$ cat config.mk
export PLATFORM = sky130hd
export DESIGN_NAME = addsub_nibble_sched
export DESIGN_NICKNAME = d
export VERILOG_FILES = /design/src/rtl/addsub_nibble_sched.sv
export SDC_FILE = /design/constraint.sdc
export NUM_CORES = 1
export LEC_CHECK = 0
export CAP_MARGIN = 20
export CORE_MARGIN = 8
export CORE_UTILIZATION = 53
export CTS_CLUSTER_SIZE = 8
export DETAILED_ROUTE_END_ITERATION = 16
export GPL_ROUTABILITY_DRIVEN = 0
export PLACE_DENSITY = 0.84
export SYNTH_ARGS = -nofsm -noshare
export SYNTH_HDL_FRONTEND = slang
export SYNTH_SLANG_ARGS = --single-unit
$ cat constraint.sdc
create_clock -name clk -period 2.7 [get_ports clk]
set_input_delay 0.675 -clock clk [delete_from_list [all_inputs] [get_ports clk]]
set_output_delay 0.675 -clock clk [all_outputs]
set_load 0.01 [all_outputs]
$ cat src/rtl/addsub_nibble_sched.sv
// Round-robin shared nibble-serial WIDTH-bit add/sub engine for N_REQ requesters.
// Optional saturation of rsp_s on signed overflow: define ADDSUB_SAT_EN.
//
// state  | meaning
// S_IDLE | waiting for a request; grant and operand capture happen here
// S_BUSY | one 4-bit slice per cycle, LSB nibble first, carry kept in r_carry
// S_DONE | response presented, held until rsp_ready
module addsub_nibble_sched #(
  parameter int WIDTH = 16,
  parameter int N_REQ = 2,
  parameter int ID_W  = 1
) (
  input  logic                   clk,
  input  logic                   rst_n,
  input  logic [N_REQ-1:0]       req_valid,
  output logic [N_REQ-1:0]       req_ready,
  input  logic [WIDTH*N_REQ-1:0] req_a,
  input  logic [WIDTH*N_REQ-1:0] req_b,
  input  logic [N_REQ-1:0]       req_sub,
  output logic                   rsp_valid,
  input  logic                   rsp_ready,
  output logic [ID_W-1:0]        rsp_id,
  output logic [WIDTH-1:0]       rsp_s,
  output logic                   rsp_cout,
  output logic                   rsp_ovf
);

  localparam int N_NIB = WIDTH / 4;
  localparam int CNT_W = (N_NIB > 1) ? $clog2(N_NIB) : 1;

  typedef enum logic [1:0] {S_IDLE, S_BUSY, S_DONE} state_t;

  state_t           r_state;
  logic [ID_W-1:0]  r_ptr;
  logic [ID_W-1:0]  r_id;
  logic [WIDTH-1:0] r_a;
  logic [WIDTH-1:0] r_b;
  logic [WIDTH-1:0] r_acc;
  logic             r_carry;
  logic [CNT_W-1:0] r_cnt;

  logic             w_gnt_vld;
  logic [ID_W-1:0]  w_gnt;
  logic [ID_W-1:0]  w_ptr_nxt;
  logic [WIDTH-1:0] w_op_a;
  logic [WIDTH-1:0] w_op_b;
  logic             w_op_sub;
  logic [3:0]       w_lo;
  logic [4:0]       w_slice;
  logic             w_ovf;
  logic [WIDTH-1:0] w_res;
  logic [WIDTH-1:0] w_s_final;

  // Scan upward from the pointer with wrap; first valid requester wins.
  always_comb begin
    int j;
    j         = 0;
    w_gnt_vld = 1'b0;
    w_gnt     = '0;
    for (int k = 0; k < N_REQ; k++) begin
      j = int'(r_ptr) + k;
      if (j >= N_REQ) j = j - N_REQ;
      if (!w_gnt_vld && req_valid[j]) begin
        w_gnt_vld = 1'b1;
        w_gnt     = ID_W'(j);
      end
    end
  end

  assign req_ready = (r_state == S_IDLE && w_gnt_vld) ? (N_REQ'(1) << w_gnt) : '0;
  assign w_ptr_nxt = (w_gnt == ID_W'(N_REQ - 1)) ? '0 : w_gnt + ID_W'(1);
  assign w_op_a    = req_a[int'(w_gnt)*WIDTH +: WIDTH];
  assign w_op_b    = req_b[int'(w_gnt)*WIDTH +: WIDTH];
  assign w_op_sub  = req_sub[w_gnt];

  // The 3-bit partial sum exposes the carry into the slice MSB for overflow.
  assign w_lo    = {1'b0, r_a[2:0]} + {1'b0, r_b[2:0]} + {3'b0, r_carry};
  assign w_slice = {1'b0, r_a[3:0]} + {1'b0, r_b[3:0]} + {4'b0, r_carry};
  assign w_ovf   = w_lo[3] ^ w_slice[4];
  assign w_res   = WIDTH'({w_slice[3:0], r_acc} >> 4);

`ifdef ADDSUB_SAT_EN
  // Wrapped MSB set means the true result was positive, and vice versa.
  assign w_s_final = w_ovf ? {~w_res[WIDTH-1], {(WIDTH-1){w_res[WIDTH-1]}}} : w_res;
`else
  assign w_s_final = w_res;
`endif

  always_ff @(posedge clk or negedge rst_n) begin
    if (!rst_n) begin
      r_state   <= S_IDLE;
      r_ptr     <= '0;
      r_id      <= '0;
      r_a       <= '0;
      r_b       <= '0;
      r_acc     <= '0;
      r_carry   <= 1'b0;
      r_cnt     <= '0;
      rsp_valid <= 1'b0;
      rsp_id    <= '0;
      rsp_s     <= '0;
      rsp_cout  <= 1'b0;
      rsp_ovf   <= 1'b0;
    end else begin
      case (r_state)
        S_IDLE: begin
          if (w_gnt_vld) begin
            r_a     <= w_op_a;
            r_b     <= w_op_b ^ {WIDTH{w_op_sub}};
            r_carry <= w_op_sub;
            r_id    <= w_gnt;
            r_ptr   <= w_ptr_nxt;
            r_cnt   <= CNT_W'(N_NIB - 1);
            r_state <= S_BUSY;
          end
        end
        S_BUSY: begin
          r_a     <= r_a >> 4;
          r_b     <= r_b >> 4;
          r_carry <= w_slice[4];
          r_acc   <= w_res;
          if (r_cnt == '0) begin
            rsp_s     <= w_s_final;
            rsp_cout  <= w_slice[4];
            rsp_ovf   <= w_ovf;
            rsp_id    <= r_id;
            rsp_valid <= 1'b1;
            r_state   <= S_DONE;
          end else begin
            r_cnt <= r_cnt - CNT_W'(1);
          end
        end
        S_DONE: begin
          if (rsp_ready) begin
            rsp_valid <= 1'b0;
            r_state   <= S_IDLE;
          end
        end
        default: r_state <= S_IDLE;
      endcase
    end
  end

endmodule
### After elaboration in Yosys (flattened, before gate mapping)

Cells that the tools add are included.

* bits in registers: 75
* latch bits: 0
* RAM bits: 0
* memory bits (read-only): 0
* input port bits: 71
* logic and storage cells: 83
* memories: 0

* add/sub/neg operators: 9
* multiply operators: 0
* divide/modulo/power cells: 0
* $lt $le $gt $ge: 5
* equality and inequality tests: 6
* shift-type cells: 3
* mux-type cells: 32
* bitwise operators: 2
* reduce and logical (&&, ||, !) cells: 13

Operators with widths (number)
* $lt A32 B3 Y1 const B: 2
* $mux W32: 2
* $pmux W16 S2: 2
* $shiftx A32 B6 Y16: 2
* $mux W16: 2
* $mux W1: 16
* $xor A16 B16 Y16: 1
* $mux W2: 6
* $reduce_and A3 Y1: 3
* $ne A2 B2 Y1 const B: 4
* $pmux W2 S3: 1
* $reduce_and A2 Y1: 3
* $add A4 B4 Y5: 1
* $add A5 B1 Y5: 1
* $add A3 B3 Y4: 1
* $add A4 B1 Y4: 1
* $logic_not A2 Y1: 2
* $pmux W1 S2: 2
* $pmux W2 S2: 1
* $reduce_bool A2 Y1: 2
* $sub A1 B2 Y3 const B: 1
* $sub A2 B2 Y3 const B: 1
* $add A1 B1 Y2 const B: 1
* $eq A2 B1 Y1 const B: 1
* 10 further kinds: 11

### Logic depth before layout (Yosys ltp)

Gate-level depths: netlist of run 1.

* depth after elaboration: 14
* mapped depth: 7
* mapped depth without buffers: 7

### Worst setup path before layout of run 1

OpenSTA, ideal clock, no wires.

* path kind: input-to-output
* start: input port req_valid[0]
* end: output port req_ready[1]
* data arrival time: 1.350 ns
* path slack: 0.675 ns
* cell stages on the path: 4
* path buffers: 1
* cells stage by stage: nand2b_1 nand2_1 buf_4 nor2_1

* cells in the longest elaborated chain, start to end: 9
* elaborated cells between the ends (all ways): 15
* classes of those cells: shift (1); mux (11); reduce/logical (3)

Ends and longest elaborated chain
* from (decl): line 15 `input logic [N_REQ-1:0] req_valid,`
* $mux W1 (implied by the code) (3 in a row): line 63 `if (!w_gnt_vld && req_valid[j]) begin`
* $mux W1: line 63
* $logic_not A1 Y1: line 63
* $logic_and A1 B1 Y1: line 63
* $mux W1: line 63
* $shl A1 B1 Y2 / $logic_and A1 B1 Y1 (equally long branches): line 70 `assign req_ready = (r_state == S_IDLE && w_gnt_vld) ? (N_REQ'(1) << w_gnt) : '0;`
* $mux W2 *: line 70
* to (decl): line 16 `output logic [N_REQ-1:0] req_ready,`

Mark *: on every way between the ends. The rest lies on a longest branch, timed or not. The select of a mux whose other input is x is not followed.

### Worst setup path in the final report of run 1

* start: input port req_valid[0]
* end: output port req_ready[0]

The elaborated chain is that of the path after synthesis.

==> out/metrics.json, run 1 <==
{
  "worst_setup_path_start_kind": {"value": "input port"},
  "numClockSinks": {"value": 71},
  "finalNonFillerCells": {"value": 549},
  "ratio_of_cells_with_drive_above_1_in_the_final_layout": {"value": 8.955, "unit": "%"},
  "post_drt_via_cell_ratio": {"value": 5.501},
  "post_synth.cell_area_avg": {"value": 9.729, "unit": "um2"},
  "synth.yosys.warnings": {"value": 0},
  "cp_max_fo": {"value": 3},
  "post-layout-total-power": {"value": 0.005033, "unit": "W"},
  "dp.final_hpwl": {"value": 6463, "unit": "um"},
  "grtUsageTotal": {"value": 18.45, "unit": "%"},
  "detailroute.via_count": {"value": 3020},
  "numPlacedInstances": {"value": 533},
  "nets": {"value": 541},
  "die_x": {"value": 98.97, "unit": "um"},
  "slew_headroom": {"value": 42.02, "unit": "%"},
  "global_route.usage.met3": {"value": 4.651, "unit": "%"},
  "initial_drt_pass_iterations": {"value": 4},
  "synth_top_cell_area_share": {"value": 48.70, "unit": "%"},
  "timing.critical_path.cells": {"value": "clkdlybuf4s50_1 > nand2b_1 > and2_1 > nor2_2 > dlygate4sd2_1"},
  "buffer_ports.inserted": {"value": 92},
  "drt-initial-drc-count": {"value": 127},
  "slew_violations": {"value": 0},
  "syn-num-nets": {"value": 452},
  "combinationalPowerShare": {"value": 44.9, "unit": "%"},
  "cpPeakStageDelay": {"value": 0.53, "unit": "ns"},
  "die_y": {"value": 98.97, "unit": "um"},
  "first_global_vias": {"value": 3066},
  "switching_power": {"value": 0.001863, "unit": "W"},
  "synth_seq_area_share": {"value": 48.70, "unit": "%"},
  "clk_transition_reported_paths": {"value": 0.07, "unit": "ns"},
  "cts_tree": {"value": "built"},
  "cts_max_level": {"value": 3},
  "layout_commonest_cell": {"value": "clkdlybuf4s50_1"},
  "power.share.clock": {"value": 18.9, "unit": "%"},
  "timing.critical_path.to_type": {"value": "primary output"},
  "top_usage_layer": {"value": "met2"},
  "fin_tns_setup": {"value": 0, "unit": "ns"},
  "maxClockFrequency": {"value": 376.8, "unit": "MHz"},
  "area_growth_syn_to_fin": {"value": 33.40, "unit": "%"},
  "design.die.area": {"value": 9795, "unit": "um2"},
  "syn-instance-count": {"value": 375},
  "worst_path_max_delay_cell": {"value": "clkdlybuf4s50_1"},
  "hold_violations": {"value": 0},
  "tritoncts.num_buffers": {"value": 9},
  "later_pin_clock_latency_in_the_skew_report": {"value": 0.34, "unit": "ns"},
  "cts_post_setup_buffers_inserted": {"value": 0},
  "antenna_cells": {"value": 0},
  "status": {"value": "complete, no violations"},
  "tightest_slew": {"value": 0.8698, "unit": "ns"},
  "ys_seq_elements": {"value": 71},
  "p_int": {"value": 0.003171, "unit": "W"},
  "power_density": {"value": 1034, "unit": "nW/um2"},
  "ys_types": {"value": 35},
  "ctsLongestPathBuffers": {"value": 2},
  "io_pins": {"value": 93},
  "grt_antenna_before_repair": {"value": 0},
  "max_cap_violations": {"value": 0},
  "cts-resized-gates": {"value": 3},
  "use_met1": {"value": 21.98, "unit": "%"},
  "setup_violations": {"value": 0},
  "hold_bufs_at_cts": {"value": 0},
  "post-route-period-util": {"value": 98.28, "unit": "%"},
  "worst_clock_skew": {"value": 0.008892, "unit": "ns"},
  "p_leak": {"value": 2.162, "unit": "nW"},
  "antenna_violating_nets_left": {"value": 0},
  "grt_first_pass_wirelength": {"value": 14550, "unit": "um"},
  "netlist_area": {"value": 3648, "unit": "um2"},
  "wl_per_cell": {"value": 15.78, "unit": "um"},
  "drc_errors": {"value": 0},
  "ir_worst_vdd": {"value": 372.8, "unit": "uV"},
  "wirelength": {"value": 8664, "unit": "um"},
  "final.min_clock_period": {"value": 2.654, "unit": "ns"},
  "grt.overflow.total": {"value": 0},
  "cell_types_occupying_the_most_area_after_synthesis": {"value": "dfrtp_1, nand2_1, a21oi_1, xnor2_1, xor2_1"},
  "cts_root_buffer": {"value": "clkbuf_8"},
  "critical_path_arrival": {"value": 1.98, "unit": "ns"},
  "grt_setup_unrepaired": {"value": "no"},
  "synth_top_cell_by_area": {"value": "dfrtp_1"},
  "maximum_number_of_pins_on_one_net_before_global_route_repair": {"value": 72},
  "starting_density_of_the_core": {"value": 54.30, "unit": "%"},
  "std_cell_rows": {"value": 30},
  "power.switching_fraction": {"value": 37.01, "unit": "%"},
  "core-area": {"value": 6719, "unit": "um2"},
  "gr-usage-met2": {"value": 30.67, "unit": "%"},
  "critPathKind": {"value": "input port to primary output"},
  "critPathRequiredTime": {"value": 2.03, "unit": "ns"},
  "worst_hold_slack": {"value": 0.4334, "unit": "ns"},
  "layout_common_cells": {"value": "clkdlybuf4s50_1, dfrtp_1, nand2_1"},
  "min-delay-path-class": {"value": "input port to async pin"},
  "filler_cell_count": {"value": 525},
  "p_seq_share": {"value": 36.2, "unit": "%"}
}
## worst max-delay path, delay by kind of cell
kind / cells / cell delay, ns
buffers and inverters: 2 / 0.82
AND/OR/NAND/NOR: 3 / 0.47
## synthesized netlist by cell type (all sizes together)
master / instances
xnor2: 18
o22ai: 3
nor2: 14
nor3: 1
clkbuf: 9
a22oi: 12
o31ai: 11
or2: 1
mux2i: 4
o21ai: 34
nand2b: 2
a21o: 2
ha: 4
inv: 9
o211ai: 1
buf: 20
xor2: 17
nor2b: 4
nand2: 56
and2: 1
mux2: 14
dfrtp: 71
a21oi: 37
fa: 2
o211a: 1
a2bb2oi: 1
and3: 13
a211oi: 13
## flip-flops by register name, indices dropped and copies added, names as in the netlist
register / cells
rsp_valid: 1
r_state: 2
r_ptr: 1
r_id: 1
r_cnt: 2
r_b: 16
r_acc: 12
r_a: 16
rsp_ovf: 1
rsp_s: 16
rsp_id: 1
r_carry: 1
rsp_cout: 1
## layout make-up
| cell class | instances | area [um2] | share of cell area (%) |
|---|---|---|---|
| clock buffer | 11 | 151.4 | 3.111 |
| clock inverter | 5 | 80.08 | 1.645 |
| multi-input combinational | 266 | 1697 | 34.86 |
| inverter | 9 | 33.78 | 0.6941 |
| tap | 80 | 100.1 | 2.057 |
| timing repair buffer | 107 | 1028 | 21.13 |
| sequential | 71 | 1777 | 36.50 |
## final timing paths
check / slack, ns / from / depth (start not counted) / endpoint
worst max-delay path: 0.05 / req_valid[0] / 5 / req_ready[0]
worst min-delay path: 0.43 / rst_n / 1 / rsp_valid$_DFFE_PN0P_
worst max register to register: 0.63 / r_b[0]$_DFFE_PN0P_ / 7 / rsp_ovf$_DFFE_PN0P_
worst min register to register: 0.45 / r_cnt[0]$_DFFE_PN0P_ / 1 / r_cnt[0]$_DFFE_PN0P_
max in group asynchronous: 1.68 / rst_n / 1 / r_a[9]$_DFFE_PN0P_
min in group clk: 0.45 / r_cnt[0]$_DFFE_PN0P_ / 1 / r_cnt[0]$_DFFE_PN0P_
## power by group through the flow
stage | clock (W) | sequential, W | combinational (W)
floorplan | 0 | 0.00183 | 0.00147
global placement | 0 | 0.00182 | 0.00219
detailed placement | 0 | 0.00184 | 0.00228
CTS | 0.000972 | 0.00182 | 0.00228
global route | 0.00102 | 0.00189 | 0.00252
finish | 0.000952 | 0.00182 | 0.00226
## kinds of logic after synthesis
| family | Yosys count | share of synthesized area (%) |
|---|---|---|
| AND/OR/NAND/NOR | 92 | 11.15 |
| flip-flops | 71 | 48.70 |
| adder cells (fa/ha/maj) | 6 | 2.469 |
| AO/OA/AOI/OAI | 115 | 18.93 |
| buffers and inverters | 38 | 4.938 |
| XOR/XNOR | 35 | 8.402 |
| multiplexers | 18 | 5.418 |
## through the flow
| step | instance area [um2] | utilization, % | worst slack (ns) |
|---|---|---|---|
| 2_1_floorplan | 3649 | - | 0.6750 |
| 3_3_place_gp | 4636 | 68.99 | -0.2146 |
| 3_5_place_dp | 4636 | 68.99 | -0.2510 |
| 4_1_cts | 4867 | 72.44 | 0.04806 |
| 5_1_grt | 4867 | 72.44 | 0.005018 |
| 6_report | 4867 | 72.44 | 0.04641 |
## layer usage
metal | share of wire, % | wire length [um]
met4 | 2.3 | 198
met1 | 43 | 3705
met3 | 5.4 | 465
met2 | 50 | 4295
met5 | 0 | 0
(Power assumes the default switching activity.)
==> run 2, diff against run 1 <==
- CTS_CLUSTER_SIZE: 8 -> default
==> results of run 2 <==
Same layout as run 1: the final DEF is identical, and so are final timing and power.
